### src/rtl/uart_rx_if.sv
// Receiver-side bundle: serial line in, recovered byte plus status strobes out.
// slave = the receiver itself, master = whatever drives the line and consumes bytes.
interface uart_rx_if;
   logic       rx;
   logic [7:0] data_out;
   logic       data_valid;
   logic       frame_err;
   logic       busy;

   modport slave  (input  rx, output data_out, data_valid, frame_err, busy);
   modport master (output rx, input  data_out, data_valid, frame_err, busy);
endinterface

### src/rtl/uart_rx.sv
// 8N1 UART receiver with a 2-FF input synchroniser and internal mid-bit sampling.
// Emits a one-cycle data_valid for a good stop bit, or a one-cycle frame_err for a low one.
module uart_rx #(
   parameter int unsigned CLOCK_FREQ = 50000000,
   parameter int unsigned BAUD_RATE  = 921600
) (
   input  logic     clk,
   input  logic     rst,
   uart_rx_if.slave bus
);
   localparam int unsigned CLKS_PER_BIT = CLOCK_FREQ / BAUD_RATE;
   localparam int unsigned HALF_BIT     = CLKS_PER_BIT / 2;
   localparam int unsigned CNT_W        = (CLKS_PER_BIT > 2) ? $clog2(CLKS_PER_BIT) : 1;
   localparam logic [CNT_W-1:0] BIT_LAST  = CNT_W'(CLKS_PER_BIT - 1);
   localparam logic [CNT_W-1:0] HALF_LAST = CNT_W'(HALF_BIT - 1);

   typedef enum logic [2:0] {IDLE, START, DATA, STOP, BREAK_WAIT} state_e;

   state_e           state_q;
   logic [1:0]       sync_q;
   logic [CNT_W-1:0] clk_cnt_q;
   logic [2:0]       bit_idx_q;
   logic [7:0]       shift_q;
   logic [7:0]       data_out_q;
   logic             data_valid_q;
   logic             frame_err_q;
   logic             busy_q;
   logic             rx_s;

   assign rx_s = sync_q[1];

   // Single-process FSM; every output is a register updated alongside the state.
   always_ff @(posedge clk) begin
      if (rst) begin
         state_q      <= IDLE;
         sync_q       <= 2'b11;
         clk_cnt_q    <= '0;
         bit_idx_q    <= '0;
         shift_q      <= '0;
         data_out_q   <= '0;
         data_valid_q <= 1'b0;
         frame_err_q  <= 1'b0;
         busy_q       <= 1'b0;
      end else begin
         sync_q       <= {sync_q[0], bus.rx};
         data_valid_q <= 1'b0;
         frame_err_q  <= 1'b0;
         case (state_q)
            IDLE: begin
               if (!rx_s) begin
                  state_q   <= START;
                  clk_cnt_q <= '0;
                  busy_q    <= 1'b1;
               end
            end
            START: begin
               if (clk_cnt_q == HALF_LAST) begin
                  clk_cnt_q <= '0;
                  bit_idx_q <= '0;
                  // A line that has gone high again by mid-start is a glitch, not a frame.
                  if (!rx_s) begin
                     state_q <= DATA;
                  end else begin
                     state_q <= IDLE;
                     busy_q  <= 1'b0;
                  end
               end else begin
                  clk_cnt_q <= clk_cnt_q + CNT_W'(1);
               end
            end
            DATA: begin
               if (clk_cnt_q == BIT_LAST) begin
                  clk_cnt_q <= '0;
                  shift_q   <= {rx_s, shift_q[7:1]};
                  if (bit_idx_q == 3'd7) begin
                     state_q <= STOP;
                  end else begin
                     bit_idx_q <= bit_idx_q + 3'd1;
                  end
               end else begin
                  clk_cnt_q <= clk_cnt_q + CNT_W'(1);
               end
            end
            STOP: begin
               if (clk_cnt_q == BIT_LAST) begin
                  clk_cnt_q <= '0;
                  if (rx_s) begin
                     data_out_q   <= shift_q;
                     data_valid_q <= 1'b1;
                     state_q      <= IDLE;
                     busy_q       <= 1'b0;
                  end else begin
                     frame_err_q <= 1'b1;
                     state_q     <= BREAK_WAIT;
                  end
               end else begin
                  clk_cnt_q <= clk_cnt_q + CNT_W'(1);
               end
            end
            BREAK_WAIT: begin
               // Hold off until the line recovers so a break cannot look like a new start.
               if (rx_s) begin
                  state_q   <= IDLE;
                  clk_cnt_q <= '0;
                  busy_q    <= 1'b0;
               end
            end
            default: begin
               state_q   <= IDLE;
               clk_cnt_q <= '0;
               busy_q    <= 1'b0;
            end
         endcase
      end
   end

   assign bus.data_out   = data_out_q;
   assign bus.data_valid = data_valid_q;
   assign bus.frame_err  = frame_err_q;
   assign bus.busy       = busy_q;
endmodule

### src/flat_wrapper.sv
// flat-port wrapper written by rule: the top's interface ports become plain ports
module uart_rx_flat 
#(
   parameter int unsigned CLOCK_FREQ = 50000000,
   parameter int unsigned BAUD_RATE  = 921600
)
  (clk, rst, bus_rx, bus_data_out, bus_data_valid, bus_frame_err, bus_busy);
  uart_rx_if bus_i ();
  input  logic clk;
  input  logic rst;
  input wire logic [$bits(bus_i.rx)-1:0] bus_rx;
  output wire logic [$bits(bus_i.data_out)-1:0] bus_data_out;
  output wire logic [$bits(bus_i.data_valid)-1:0] bus_data_valid;
  output wire logic [$bits(bus_i.frame_err)-1:0] bus_frame_err;
  output wire logic [$bits(bus_i.busy)-1:0] bus_busy;
  assign bus_i.rx = bus_rx;
  assign bus_data_out = bus_i.data_out;
  assign bus_data_valid = bus_i.data_valid;
  assign bus_frame_err = bus_i.frame_err;
  assign bus_busy = bus_i.busy;
  uart_rx #(.CLOCK_FREQ(CLOCK_FREQ), .BAUD_RATE(BAUD_RATE)) u_core (.clk(clk), .rst(rst), .bus(bus_i));
endmodule
### config.mk
export PLATFORM = sky130hd
export DESIGN_NAME = uart_rx_flat
export DESIGN_NICKNAME = d
export VERILOG_FILES = /design/src/rtl/uart_rx_if.sv /design/src/rtl/uart_rx.sv /design/src/flat_wrapper.sv
export SDC_FILE = /design/constraint.sdc
export NUM_CORES = 1
export LEC_CHECK = 0
export ABC_AREA = 1
export BUFFER_PORTS_ARGS = -buffer_cell sky130_fd_sc_hd__buf_2
export CORE_MARGIN = 3
export CORE_UTILIZATION = 51
export CTS_BUF_LIST = sky130_fd_sc_hd__clkbuf_4 sky130_fd_sc_hd__clkbuf_8 sky130_fd_sc_hd__clkbuf_16
export DETAILED_ROUTE_END_ITERATION = 7
export HOLD_SLACK_MARGIN = 0.15
export PLACE_DENSITY = 0.72
export SLEW_MARGIN = 20
export SYNTH_ARGS = -nofsm -noshare
export SYNTH_HDL_FRONTEND = slang
export SYNTH_SLANG_ARGS = --single-unit
### constraint.sdc
create_clock -name clk -period 1.7 [get_ports clk]
set_input_delay 0.17 -clock clk [delete_from_list [all_inputs] [get_ports clk]]
set_output_delay 0.17 -clock clk [all_outputs]
set_load 0.005 [all_outputs]
==> results of run 1 <==
==> report_power, final <==
part | internal (mW) | switching [mW]
logic | 0.313 | 0.590
clock network | 0.367 | 0.251
registers | 0.855 | 0.0965
==> final cells by class <==
class                      count  area (µm²)  area share (%)
multi-input combinational    141       716.9           42.16
sequential                    33       660.6           38.85
timing repair buffer          17       100.1           5.887
inverter                      25       95.09           5.592
clock buffer                   7       58.81           3.458
tap                           31       38.79           2.281
clock inverter                 1       30.03           1.766
==> flip-flops by register name (all words and copies together), names as in the netlist, 2 cells and up <==
name	count
u_core.bit_idx_q	3
u_core.bus.data_out	8
u_core.clk_cnt_q	6
u_core.shift_q	8
u_core.state_q	3
u_core.sync_q	2
==> kinds of logic (layout without fill, tap and decap cells) <==
kind of cell,after synthesis,count (layout),synth area share [%]
adder cells (fa/ha/maj),5,5,4.181
AND/OR/NAND/NOR,99,99,29.77
AO/OA/AOI/OAI,37,37,13.96
flip-flops,33,33,44.15
buffers and inverters,29,50,7.943
==> path summary, 6_finish.rpt <==
path / startpoint / slack, ns / end
max: u_core.clk_cnt_q[1] / 0.19 / u_core.state_q[0]
min: u_core.sync_q[0] / 0.42 / u_core.sync_q[1]
max reg2reg: u_core.clk_cnt_q[1] / 0.19 / u_core.state_q[0]
min reg2reg: u_core.sync_q[0] / 0.42 / u_core.sync_q[1]
==> metal layers <==
layer | vias up | share of wire [%]
li1 | 692 | -
met1 | 614 | 47
met2 | 23 | 49
met3 | 5 | 3.2
met4 | 0 | 1.5
met5 | - | 0
==> metrics by stage <==
step / setup WS, ns / instance area (µm²) / util (%)
6_report: 0.1882 / 1700 / 61.13
4_1_cts: 0.1884 / 1700 / 61.13
2_1_floorplan: 0.3622 / 1496 / -
3_5_place_dp: 0.1992 / 1592 / 57.22
3_3_place_gp: 0.2612 / 1592 / 57.22
5_1_grt: 0.02530 / 1700 / 61.13
==> layout by cell type (no fill, tap or decap), drive strengths merged <==
master and instances:
o21bai 1, nor2 47, and3 1, dfxtp 33, dlygate4sd3 2, clkbuf 7
ha 5, nand3b 1, bufinv 1, clkinv 1, nand2 29, inv 24
o211ai 1, nor3 7, or2 2, buf 15, a21oi 14, nand4 5
o21ai 21, nand3 7
==> what timing repair did <==
item,CTS,global route
hold endpoints to repair,6,0
hold buffers,2,0
buffers inserted,0,0
resized for setup,0,0
==> flow_metrics.tcl, run 1 <==
set metrics [dict create \
    grt.overflow.total 0 \
    met2_usage_pct 30.40 \
    syn_avg_cell_area_um2 7.372 \
    fin_setup_tns_ns 0 \
    vdd_drop_max_mv 0.9243 \
    yosys.area.top_type "dfxtp_1" \
    final_hold_viol_count 0 \
    start_util_pct 53.80 \
    track_usage_pct 17.67 \
    critPathLaunchType "flip-flop" \
    yosys-top-cells-count "44 x nor2_1, 33 x dfxtp_1, 25 x nand2_1, 22 x inv_1, 18 x o21ai_0" \
    cts_tree "done" \
    yosysMostFrequentCell "nor2_1" \
    setup_viol 0 \
    max_stage_delay_ns 0.42 \
    async_reset_ff_share_pct 0 \
    cts.sinks 33 \
    crit_path_frequent_cell "nand2_1" \
    fin_skew_ns 0.006821 \
    timing.hold.ws_ns 0.4183 \
    cp_max_fo 7 \
    dp_hpwl_um 2160 \
    die_area_um2 3620 \
    drive_gt1_share_pct 17.86 \
    stdcell_count 255 \
    place_congestion 0.9451 \
    cp_data_required_time_ns 1.94 \
    routed_wl_um 2921 \
    ys_warn_count 0 \
    cts_max_level 2 \
    fin_crit_ns 1.512 \
    die_h_um 60.17 \
    critPathBufInv 2 \
    drtIter0Drc 45 \
    synthFlopType "dfxtp_1" \
    p_total_mw 2.473 \
    seq_area_frac_synth_pct 44.15 \
    tightest_slew_ns 0.3179 \
    synth.distinct_cells 28 \
    via_count 1334 \
    crit_type "reg -> reg" \
    io-pin-count 14 \
    busiest_layer "met2" \
    cts_buffers 5 \
    die_x_um 60.17 \
    outcome "finished clean" \
    crit_cells 10 \
    synth-edff-count 0 \
    min_period_over_period_pct 88.93 \
    clk_pin_slew_worst_paths_ns 0.10 \
    rsz0062_at_grt "no" \
    drc 0 \
    holdCritPathClass "reg -> reg" \
    drv_cap 0 \
    synth_area_um2 1496 \
    syn2layout_area_growth_pct 13.63 \
    slew_headroom_pct 78.58 \
    viasPerCell 5.231 \
    cts_buffer_depth 2 \
    core-area_um2 2781 \
    grt_start_max_net_pins 19 \
    grt_use_met1_pct 20.31 \
    antennaDiodeCount 0 \
    max_freq_mhz 661.5 \
    ys_ff_latch 33 \
    cp.arrival_ns 1.76 \
    drt_pass1_iterations 4 \
    syn_inst 203 \
    grt_pass1_wl_um 4795 \
    antenna_found_initial 0 \
    grtUsageMet3_pct 5.832 \
    routedWlPerCell_um 11.45 \
    syn_nets 211 \
    ctsRootBufferMaster "clkbuf_4" \
    slew_violations 0 \
    grt_pass1_vias 1161 \
    cp_top_family "simple AND/OR/NAND/NOR gates" \
    end_kind "flip-flop" \
    crit_slowest_cell "dfxtp_1" \
    synth.area.top_cells "dfxtp_1 44%, nor2_1 11%, nand2_1 6.3%" \
    netlist.area_leader.share_pct 44.15 \
    nFillCells 242 \
    fp-row-count 19 \
    final_nets 231 \
    antenna_left 0 \
    cp_cell_sequence "ha_1 > nand2_1 > inv_1 > nand3_1 > nand2_2 > nand2_2 > o21ai_4 > nand2_1 > nand2_1 > inv_1" \
    insertion_delay_ns 0.33 \
    p_per_area_nw_per_um2 1455 \
    io_buffers 13 \
    reg2reg_depth 10 \
    p_leak_nw 0.7652 \
    whs_path_depth 1 \
    dp.cells 245 \
]
(Power assumes the default switching activity.)
==> inputs of run 2 (changes only) <==
--- a/config.mk
+++ b/config.mk
@@ -5,7 +5,6 @@
 export SDC_FILE = /design/constraint.sdc
 export NUM_CORES = 1
 export LEC_CHECK = 0
-export ABC_AREA = 1
 export BUFFER_PORTS_ARGS = -buffer_cell sky130_fd_sc_hd__buf_2
 export CORE_MARGIN = 3
 export CORE_UTILIZATION = 51
==> run 2 against run 1 <==
Net effect: worst hold slack lost 0.24 ns; synthesized cell count down 25%; via count decreased by 15%; global-route usage rose by 1.4 points; critical path type unchanged; critical endpoint is now u_core.bus.busy.
==> flow_metrics.tcl, run 2 <==
set metrics [dict create \
    drtIter0Drc 42 \
    synth.area.top_cells "dfxtp_1 45%, mux2i_1 13%, nor2_1 7.1%" \
    yosys-top-cells-count "33 x dfxtp_1, 28 x nor2_1, 19 x mux2i_1" \
    drive_gt1_share_pct 29.94 \
    die_x_um 59.90 \
    die_area_um2 3587 \
    end_kind "flip-flop" \
    outcome "finished clean" \
    ctsRootBufferMaster "clkbuf_4" \
    cts_buffer_depth 2 \
    cp_data_required_time_ns 1.97 \
    grt.overflow.total 0 \
    synth-adder-area-share_pct 4.223 \
    yosysMostFrequentCell "dfxtp_1" \
    die_h_um 59.90 \
    tightest_slew_ns 0.4595 \
    via_count 1135 \
    dp.cells 195 \
    crit_type "reg -> reg" \
    rsz0062_at_grt "yes" \
    cp_cell_sequence "inv_2 > ha_2 > and4b_2 > and3_4 > or4b_1 > a31oi_1" \
    cts_buffers 5 \
    syn2layout_area_growth_pct 15.96 \
    final_common_cell "dfxtp_1" \
    seq_area_um2 665.6 \
    cp.arrival_ns 1.95 \
    place_congestion 0.8514 \
    final_util_pct 65.76 \
    syn_inst 152 \
    cts_tree "done" \
    synthFlopType "dfxtp_1" \
    yosys.area.top_type "dfxtp_1" \
    stdcell_count 207 \
    ys_warn_count 0 \
    nFillCells 211 \
    p_per_area_nw_per_um2 777.2 \
    multi_input_area_um2 772.0 \
    grt_pass1_wl_um 5037 \
    routedWlPerCell_um 14.65 \
    vdd_drop_max_mv 0.6671 \
    synth_top_family_by_area "simple AND/OR/NAND/NOR gates" \
    drt_pass1_iterations 4 \
    crit_path_start "u_core.clk_cnt_q[1]" \
    cts_max_level 2 \
    timing.rr.start "u_core.clk_cnt_q[1]" \
    final_nets 184 \
    grt_start_max_net_pins 17 \
    p_total_mw 1.335 \
    p_leak_nw 0.7706 \
    synth_simple_gate_area_share_pct 22.04 \
    reg2reg_slack_ns 0.02 \
    netlist.area_leader.share_pct 44.59 \
    hold_path.startpoint "rst" \
    max_freq_mhz 594.1 \
    grt_pass1_vias 1134 \
    synth-compound-area-share_pct 6.926 \
    fp-row-count 18 \
    timing.hold.ws_ns 0.1786 \
    seq_area_frac_synth_pct 44.59 \
    layout_common_cells "31 x dfxtp_1, 28 x nor2_1, 19 x mux2i_1" \
    clk_pin_slew_worst_paths_ns 0.11 \
    start_util_pct 56.70 \
    routed_wl_um 3033 \
    slew_violations 0 \
    syn_avg_cell_area_um2 9.746 \
    ys_ff_latch 33 \
    critPathLaunchType "flip-flop" \
    io-pin-count 14 \
    track_usage_pct 19.06 \
    dp_hpwl_um 2047 \
    drv_cap 0 \
    synth_xor_area_share_pct 3.547 \
    synth-edff-count 0 \
    antenna_found_initial 0 \
    insertion_delay_ns 0.34 \
    antennaDiodeCount 0 \
    synth_mux_area_share_pct 12.84 \
    drc 0 \
    synth.distinct_cells 37 \
    io_buffers 13 \
    fin_skew_ns 0.01215 \
    viasPerCell 5.483 \
    cts.sinks 33 \
    synth_area_um2 1481 \
    async_reset_ff_share_pct 0 \
    fin_crit_ns 1.683 \
    min_period_over_period_pct 99.01 \
    slew_headroom_pct 69.32 \
    syn_nets 160 \
    final_hold_viol_count 0 \
    cp_max_fo 4 \
    setup_viol 0 \
    holdCritPathClass "in -> reg" \
    antenna_left 0 \
    crit_slowest_cell "or4b_1" \
    core-area_um2 2613 \
    max_stage_delay_ns 0.49 \
]
run 2: cell types whose count changed after synthesis, moves of 3 or more:
cell / delta
nand2_1: -21
inv_1: -19
mux2i_1: +19
nor2_1: -16
a21oi_1: -13
o21ai_0: -13
nand2b_1: +5
nand4_1: -5
nand2_2: -4
nand3_1: -4
xor2_1: +4
a211oi_1: +3
run 2: timing repair:
item                       4_1_cts  5_1_grt
hold endpoints to repair         1        0
hold buffers                     1        0
gates cloned                     0        0
gates resized for setup          5        9
pin swaps                        3        6
setup endpoints to repair        9       14
buffers inserted                 3        0
run 2: through the flow:
stage	TNS, ns	worst slack [ns]	area (µm²)
after detailed placement	-0.1933	-0.07964	1585
after floorplan	0	0.01170	1483
final	0	0.01689	1718
after CTS	0	0.001612	1688
after global routing	-0.1815	-0.03866	1718
after global placement	-0.03813	-0.03813	1585
run 2: worst max-delay path, delay by kind of cell (launching register included):
| family | cells | cell delay [ns] |
|---|---|---|
| AOI/OAI and AO/OA | 1 | 0.13 |
| adders and majority gates | 1 | 0.15 |
| buffers and inverters | 1 | 0.03 |
| DFF | 1 | 0.38 |
| and+or+nand+nor | 3 | 0.94 |
run 2: where the power goes:
part           internal (mW)  switching [mW]  leakage (nW)  total [mW]
Clock                  0.173           0.273        0.0354       0.446
Sequential             0.785          0.0120         0.268       0.797
Combinational         0.0421          0.0497         0.467      0.0918
run 2: path summary, 6_finish.rpt:
kind / end / depth (start not counted)
max reg2reg: u_core.bus.busy / 6
max: u_core.bus.busy / 6
min reg2reg: u_core.sync_q[1] / 1
min: u_core.shift_q[4] / 2
run 2: cells by family after synthesis:
logic type | after synthesis
xor gates and xnor gates | 6
AOI/OAI and AO/OA | 15
DFF | 33
buffers and inverters | 13
adders and majority gates | 5
and+or+nand+nor | 61
muxes | 19
run 2: metal layers:
layer	GRT usage (%)	wire, µm	vias to the layer above
met5	0	0	-
met4	9.810	54	0
met3	4.752	149	7
met2	31.33	1479	28
met1	22.78	1349	528
li1	-	-	572
run 2: layout make-up:
class	instances	share of cell area, %
Inverter	3	0.6555
Timing Repair Buffer	27	10.27
Multi-Input combinational cell	106	44.94
Clock buffer	6	2.622
Clock inverter	2	0.5827
Tap cell	30	2.185
Sequential cell	33	38.75
==> inputs of run 3 (changes only) <==
--- a/config.mk
+++ b/config.mk
@@ -7,11 +7,11 @@
 export LEC_CHECK = 0
 export BUFFER_PORTS_ARGS = -buffer_cell sky130_fd_sc_hd__buf_2
 export CORE_MARGIN = 3
-export CORE_UTILIZATION = 51
-export CTS_BUF_LIST = sky130_fd_sc_hd__clkbuf_4 sky130_fd_sc_hd__clkbuf_8 sky130_fd_sc_hd__clkbuf_16
+export CORE_UTILIZATION = 30
+export CTS_BUF_LIST = sky130_fd_sc_hd__clkbuf_8
 export DETAILED_ROUTE_END_ITERATION = 7
 export HOLD_SLACK_MARGIN = 0.15
-export PLACE_DENSITY = 0.72
+export PLACE_DENSITY = 0.48
 export SLEW_MARGIN = 20
 export SYNTH_ARGS = -nofsm -noshare
 export SYNTH_HDL_FRONTEND = slang
==> run 3 against run 2 <==
Net effect: register-to-register slack barely moved; clock-buffer cell count fell by 1; critical path depth did not move; global-route usage fell by 8.1 points; first-iteration DRC count fell by 9.5%; core utilization fell by 25 points; final cell count rose by 19%; total power rose by 8.6%; largest cell class unchanged.
==> flow_metrics.tcl, run 3 (synthesis gave the netlist of run 2 again) <==
set metrics [dict create \
    fin_skew_ns 0.006353 \
    antenna_found_initial 0 \
    end_kind "flip-flop" \
    fin_setup_tns_ns 0 \
    die_area_um2 5817 \
    routedWlPerCell_um 11.98 \
    outcome "finished clean" \
    switching_share_pct 23.24 \
    grt_start_max_net_pins 17 \
    drc 0 \
    tightest_slew_ns 0.3479 \
    p_comb_share_pct 7.0 \
    drv_cap 0 \
    place_congestion 0.7691 \
    power_frac_clock_pct 37.9 \
    final_area_um2 1842 \
    whs_path_depth 1 \
    cp_max_fo 3 \
    grt.overflow.total 0 \
    ctsRootBufferMaster "clkbuf_8" \
    rsz0062_at_grt "yes" \
    internal-power_mw 1.113 \
    clk_pin_slew_worst_paths_ns 0.07 \
    reg2reg_to "u_core.bus.busy" \
    drive_gt1_share_pct 32.42 \
    final_hold_viol_count 0 \
    drtIter0Drc 38 \
    core-area_um2 4564 \
    p_seq_share_pct 55.1 \
    reg2reg_slack_ns 0.03 \
    placedInstanceArea_um2 1644 \
    slew_headroom_pct 76.63 \
    drt_pass1_iterations 4 \
    dp_hpwl_um 2111 \
    cts.sinks 33 \
    timing.hold.ws_ns 0.4083 \
    antenna_left 0 \
    fin_crit_ns 1.673 \
    layout_common_cells "31 x dfxtp_1, 28 x nor2_1, 19 x mux2i_1" \
    syn2layout_area_growth_pct 24.32 \
    p_per_area_nw_per_um2 787.0 \
    fp-row-count 24 \
    die_x_um 76.27 \
    holdCritPathClass "reg -> reg" \
    antennaDiodeCount 0 \
    io_buffers 13 \
    cts_buffers 5 \
    start_util_pct 32.46 \
    cp.arrival_ns 1.88 \
    timing.rr.start "u_core.clk_cnt_q[0]" \
    routed_wl_um 2960 \
    crit_type "reg -> reg" \
    die_h_um 76.27 \
    p_leak_nw 0.8100 \
    max_freq_mhz 597.8 \
    slew_violations 0 \
    setup_viol 0 \
    p_sw_uw 336.8 \
    insertion_delay_ns 0.28 \
    cp_data_required_time_ns 1.91 \
    hold_path.startpoint "u_core.sync_q[0]" \
    final_common_cell "dfxtp_1" \
    critPathLaunchType "flip-flop" \
    reg2reg_depth 6 \
    cts_tree "done" \
    viasPerCell 4.672 \
    cts_buffer_depth 2 \
    cts_max_level 2 \
    io-pin-count 14 \
    min_to "u_core.sync_q[1]" \
    final_nets 189 \
    vdd_drop_max_mv 0.5125 \
    track_usage_pct 10.98 \
    grt_pass1_vias 1126 \
    grt_pass1_wl_um 5112 \
    min_period_over_period_pct 98.39 \
    via_count 1154 \
]
[run 3: timing repair]
item                       4_1_cts  5_1_grt
gates resized for setup          5       13
setup buffers                    5        0
hold endpoints to repair         2        0
pin swaps                        1        7
hold buffers                     2        0
setup endpoints to repair        9       22
[run 3: worst max-delay path, cell delays in order (launching register included)]
cell and delay [ns]:
dfxtp_2 0.35, inv_2 0.03, ha_2 0.15, and2b_2 0.23, and3b_2 0.22, or4b_1 0.46
a31oi_1 0.15
[run 3: worst max-delay path by stage]
stage,end,slack (ns),startpoint
after global placement,u_core.clk_cnt_q[1],-0.05,u_core.clk_cnt_q[1]
final,u_core.bus.busy,0.03,u_core.clk_cnt_q[0]
after floorplan,u_core.bus.busy,0.01,u_core.clk_cnt_q[1]
after global routing,u_core.bus.busy,-0.03,u_core.clk_cnt_q[0]
after CTS,u_core.bus.busy,-0.03,u_core.clk_cnt_q[1]
after detailed placement,u_core.bus.busy,-0.06,u_core.clk_cnt_q[1]
[run 3: final cells by class]
class                      instances  area, µm²
timing repair buffer              32      212.7
fill                             475       2723
tap                               65      81.33
inverter                           3      11.26
multi-input combinational        106      788.3
clock inverter                     3      13.76
clock buffer                       5      68.82
sequential                        33      665.6
[run 3: power groups by stage]
stage / logic [mW] / registers, mW / clock network (mW)
floorplan: 0.0550 / 0.811 / 0
global route: 0.114 / 0.799 / 0.619
global placement: 0.0811 / 0.813 / 0
CTS: 0.0927 / 0.796 / 0.580
finish: 0.102 / 0.798 / 0.550
detailed placement: 0.0821 / 0.814 / 0
[run 3: metrics by stage]
step	utilization (%)	setup slack [ns]	std cells	total power, mW
2_1_floorplan	-	0.01170	152	0.8660
3_3_place_gp	36.02	-0.05296	232	0.8944
3_5_place_dp	36.02	-0.06435	232	0.8963
4_1_cts	39.47	-0.03086	247	1.469
5_1_grt	40.35	-0.02836	247	1.532
6_report	40.35	0.02731	247	1.450
[run 3: layer usage]
metal	up-vias	global-route usage (%)	share of wire, %
met5	-	0	0
met1	543	13.27	47
met4	0	6.159	1.7
met2	22	16.70	47
li1	582	-	-
met3	7	4.137	4.4
